File: src/rtl/dcw_sampler_dwa.sv
// DTC control-word sampler: splits the loop DCW into unary MSB cells and binary LSBs on refdtc falling edges.
// Optional data-weighted-averaging rotation of the unary cells is enabled by defining DCWSMP_DWA_EN.
module dcw_sampler_dwa #(
  parameter  int unsigned DTC_L = 12,
  parameter  int unsigned TH_B  = 3,
  localparam int unsigned M     = (1 << TH_B) - 1,
  localparam int unsigned BW    = DTC_L - TH_B
) (
  input  logic             refdtc,
  input  logic             sync_nrst,
  input  logic [DTC_L-1:0] dcw_in,
  input  logic             hold,
  output logic [M-1:0]     loop_temp_code,
  output logic [BW-1:0]    loop_binary_out,
  output logic [DTC_L-1:0] dcw_out,
  output logic [TH_B-1:0]  dwa_ptr,
  output logic             out_vld
);

  localparam logic [TH_B:0] M_W = (TH_B+1)'(M);

  logic [TH_B-1:0]  n_c;
  logic [M-1:0]     code_d, code_q;
  logic [BW-1:0]    bin_q;
  logic [DTC_L-1:0] dcw_q;
  logic             vld_q;

  assign n_c = dcw_in[DTC_L-1 -: TH_B];

`ifdef DCWSMP_DWA_EN
  logic [TH_B-1:0] ptr_d, ptr_q;
  logic [TH_B:0]   off;
  logic [TH_B:0]   sum;

  // Cell i is enabled when its distance from the pointer (mod M) is below N.
  always_comb begin
    code_d = '0;
    off    = '0;
    for (int i = 0; i < int'(M); i++) begin
      off = (TH_B+1)'(i) + M_W - {1'b0, ptr_q};
      if (off >= M_W) off = off - M_W;
      code_d[i] = (off < {1'b0, n_c});
    end
    sum   = {1'b0, ptr_q} + {1'b0, n_c};
    ptr_d = (sum >= M_W) ? TH_B'(sum - M_W) : TH_B'(sum);
  end

  always_ff @(negedge refdtc or negedge sync_nrst) begin
    if (!sync_nrst) begin
      ptr_q <= '0;
    end else if (!hold) begin
      ptr_q <= ptr_d;
    end
  end

  assign dwa_ptr = ptr_q;
`else
  // Plain thermometer: low N cells enabled.
  always_comb begin
    code_d = '0;
    for (int i = 0; i < int'(M); i++) begin
      code_d[i] = ((TH_B+1)'(i) < {1'b0, n_c});
    end
  end

  assign dwa_ptr = '0;
`endif

  // Output registers, frozen while hold is high.
  always_ff @(negedge refdtc or negedge sync_nrst) begin
    if (!sync_nrst) begin
      code_q <= '0;
      bin_q  <= '0;
      dcw_q  <= '0;
      vld_q  <= 1'b0;
    end else if (!hold) begin
      code_q <= code_d;
      bin_q  <= dcw_in[BW-1:0];
      dcw_q  <= dcw_in;
      vld_q  <= 1'b1;
    end
  end

  assign loop_temp_code  = code_q;
  assign loop_binary_out = bin_q;
  assign dcw_out         = dcw_q;
  assign out_vld         = vld_q;

endmodule

File: config.mk
export PLATFORM = sky130hd
export DESIGN_NAME = dcw_sampler_dwa
export DESIGN_NICKNAME = d
export VERILOG_FILES = /design/src/rtl/dcw_sampler_dwa.sv
export SDC_FILE = /design/constraint.sdc
export NUM_CORES = 1
export LEC_CHECK = 0
export ABC_AREA = 1
export ABC_CLOCK_PERIOD_IN_PS = 810
export CORE_MARGIN = 5
export CORE_UTILIZATION = 34
export DETAILED_ROUTE_END_ITERATION = 6
export GPL_ROUTABILITY_DRIVEN = 0
export PLACE_DENSITY = 0.84
export RECOVER_POWER = 50
export SLEW_MARGIN = 10
export SYNTH_ARGS = -nofsm -noshare
export SYNTH_HDL_FRONTEND = slang
export SYNTH_SLANG_ARGS = --single-unit
File: constraint.sdc
create_clock -name refdtc -period 0.81 [get_ports refdtc]
set_input_delay 0.243 -clock refdtc [delete_from_list [all_inputs] [get_ports refdtc]]
set_output_delay 0.243 -clock refdtc [all_outputs]
set_load 0.01 [all_outputs]
Word level (Yosys, flattened, before mapping)
Cells that the tools add are included.
{"block": "op_classes", "magnitude_cmp": 7}
{"cell": "$lt A3 B3 Y1 const A", "n": 3}
{"cell": "$lt A1 B3 Y1 const A", "n": 2}
{"cell": "$lt A2 B3 Y1 const A", "n": 2}
{"block": "totals", "reg_bits": 29, "in_bits": 15, "wordCells": 11}

Longest topological paths before layout
Gate-level depths: netlist of the first run.
{"block": "logic_depth", "ltp_word": 1, "mapped_depth": 5}

==> results of run 1 <==
power by group:
group | switching [mW] | internal [mW] | leakage [nW]
sequential | 0.0580 | 1.04 | 0.228
combinational | 0.344 | 0.384 | 0.600
clock | 0.285 | 0.183 | 0.0177
layout by cell type, fill, tap and decap left out, drive strengths merged:
cell type | netlist | layout
clkdlybuf4s50 | 0 | 1
dlygate4sd2 | 0 | 9
o21ai | 4 | 4
nand3 | 2 | 2
or2 | 1 | 1
inv | 3 | 3
buf | 16 | 61
dfrtn | 19 | 19
conb | 1 | 3
clkinv | 0 | 1
clkbuf | 0 | 3
nand2 | 45 | 45
nor2 | 3 | 3
cells by family (layout without fill, tap and decap cells):
logic type	Yosys count	in the layout	share of synthesized area
other	1	3	0.00449
buffers and inverters	19	78	0.166
flip-flops	19	19	0.570
AO/OA/AOI/OAI	4	4	0.0240
AND/OR/NAND/NOR	51	51	0.235
what timing repair did:
| item | CTS | global route |
|---|---|---|
| buffers inserted | 9 | 7 |
| pin swaps | 6 | 6 |
| gates resized for setup | 162 | 26 |
| setup endpoints to repair | 48 | 48 |
| gates cloned | 2 | 0 |
final timing paths:
kind / start / end / slack [ns] / depth (start not counted)
max in group asynchronous: sync_nrst / loop_binary_out[6] / 0.06 / 2
min in group asynchronous: sync_nrst / loop_binary_out[0] / 0.55 / 2
max: loop_binary_out[6] / dcw_out[6] / -0.73 / 1
min reg2reg: out_vld / out_vld / 0.43 / 1
min: out_vld / out_vld / 0.43 / 1
max reg2reg: loop_temp_code[4] / loop_temp_code[4] / -0.07 / 4
layer usage:
layer | share of wire | up-vias | wire, um | GRT usage
met2 | 0.54 | 27 | 1360 | 0.265
met5 | 0 | - | 0 | 0
met1 | 0.37 | 400 | 951 | 0.165
li1 | - | 393 | - | -
met4 | 0.0047 | 0 | 12 | 0.0380
met3 | 0.085 | 2 | 217 | 0.0479
layout make-up:
type | instances | area share
multi-input cells | 58 | 0.247
repair buffers | 71 | 0.379
clock inverters | 1 | 0.00332
well taps | 30 | 0.0249
inverters | 3 | 0.0158
clock buffers | 3 | 0.0150
flip-flops and latches | 19 | 0.316
sequential cells by signal, summed over array words and instances (netlist names):
signal	flops
loop_binary_out	8
loop_temp_code	7
dcw_out	3
out_vld	1
stage by stage:
stage | utilization | setup slack, ns | power [mW] | std cells
after global placement | 0.564 | -0.909 | 1.75 | 167
after CTS | 0.583 | -0.718 | 2.20 | 181
after detailed placement | 0.564 | -0.937 | 1.77 | 167
after global routing | 0.625 | -0.768 | 2.43 | 185
after floorplan | - | -0.419 | 1.42 | 96
final | 0.625 | -0.726 | 2.29 | 185
==> run metrics, run 1 <==
Synth cell types 11; cell family with most CP delay flip-flops; Post-Route WL 2550 um; final hold vios 0; DIE WIDTH 59.5 um; number of synthesized flops with an enable pin 0; fin area 0.00151 sq mm; Ys Warns 0; cell with the most instances after synthesis nand2_1; WP buf/inv 1; post-synth top area share 0.570; clock skew 0 ns; Crit Path Max Fanout 3; row count 18; max-slew violations 0; area of the mapped netlist 835 sq um; status finished with violations; top cells by area, synth dfrtn_1 (57%), nand2_1 (20%), buf_4 (13%); DRC Markers 0; CTS tree yes; Slowest cell on crit path dfrtn_1; Critical Path AT 1.29 ns; routed vias 822; register bit total from synthesis 19; PwrDens 1520 mW/mm^2; vias in the first global route 823; Setup Crit Path Kind flop to output pin; count of final setup violators 48; unrepaired setup endpoints after global routing true; post-DP HPWL 1580 um; H-tree lvl count 1; total grt overflow 0; clk sinks 19; Die Footprint 0.00355 sq mm; clk_lat worst skew 0.29 ns; syn avg cell area 8.88 sq um; leak pwr 0.846 nW; share of layout cells above drive strength 1 0.671; fill cell count 213; Initial DRT Pass Iterations 4; CP Capture Type output pin; core area 0.00241 sq mm; largest net degree at the start of global routing 20; final hold slack 0.434 ns; total CTS buffers 3; antenna violations before repair 0; Root Driver clkbuf_4; Ports 47; DR vias/cell 4.44; Total GRT Usage 0.147; maximum vdd drop 0.000968 V; Slowest Stage Delay on Critical Path 0.45 ns; CTS Hold Bufs 0; Setup crit start kind flop; crit path cell chain buf_2; fin worst setup slack -0.726 ns; max cap viols 0; Starting Density 0.346; first-pass GRT wire length 3860 um; nets 171; FFs w/ async S/R, synth 1.00; I/O Buffers 43; Setup TNS Final -23.17 ns; Synth Flop Type dfrtn_1; routed len/inst 13.8 um; FF/Latch Area 475 sq um; DR iter-0 viols 12; most frequent cells after synthesis nand2_1 (45), dfrtn_1 (19), buf_4 (14); antenna viol nets, final 0; Hold Path Class flop to flop; ANT cells 0; violations in the final reports negative setup slack; area occupied by multi-input gates 372 sq um; Die Y 59.5 um; post-synthesis sequential area ratio 0.570; CTS clk-pin slew, worst paths 0.07 ns; Worst Path Required 0.57 ns; Clock Path Buffers 2; Yosys top cell by area dfrtn_1; Placed Instance Area 0.00136 sq mm; Post-Syn Instances 94; Area Overhead vs Synth 80.5%
Power figures use the tool's default switching activity.
==> run 2, diff against run 1 <==
--- a/config.mk
+++ b/config.mk
@@ -13,7 +13,7 @@
 export GPL_ROUTABILITY_DRIVEN = 0
 export PLACE_DENSITY = 0.84
 export RECOVER_POWER = 50
-export SLEW_MARGIN = 10
+export SLEW_MARGIN = 20
 export SYNTH_ARGS = -nofsm -noshare
 export SYNTH_HDL_FRONTEND = slang
 export SYNTH_SLANG_ARGS = --single-unit
==> results of run 2 <==
Final layout, timing and power as in run 1 (identical DEF).
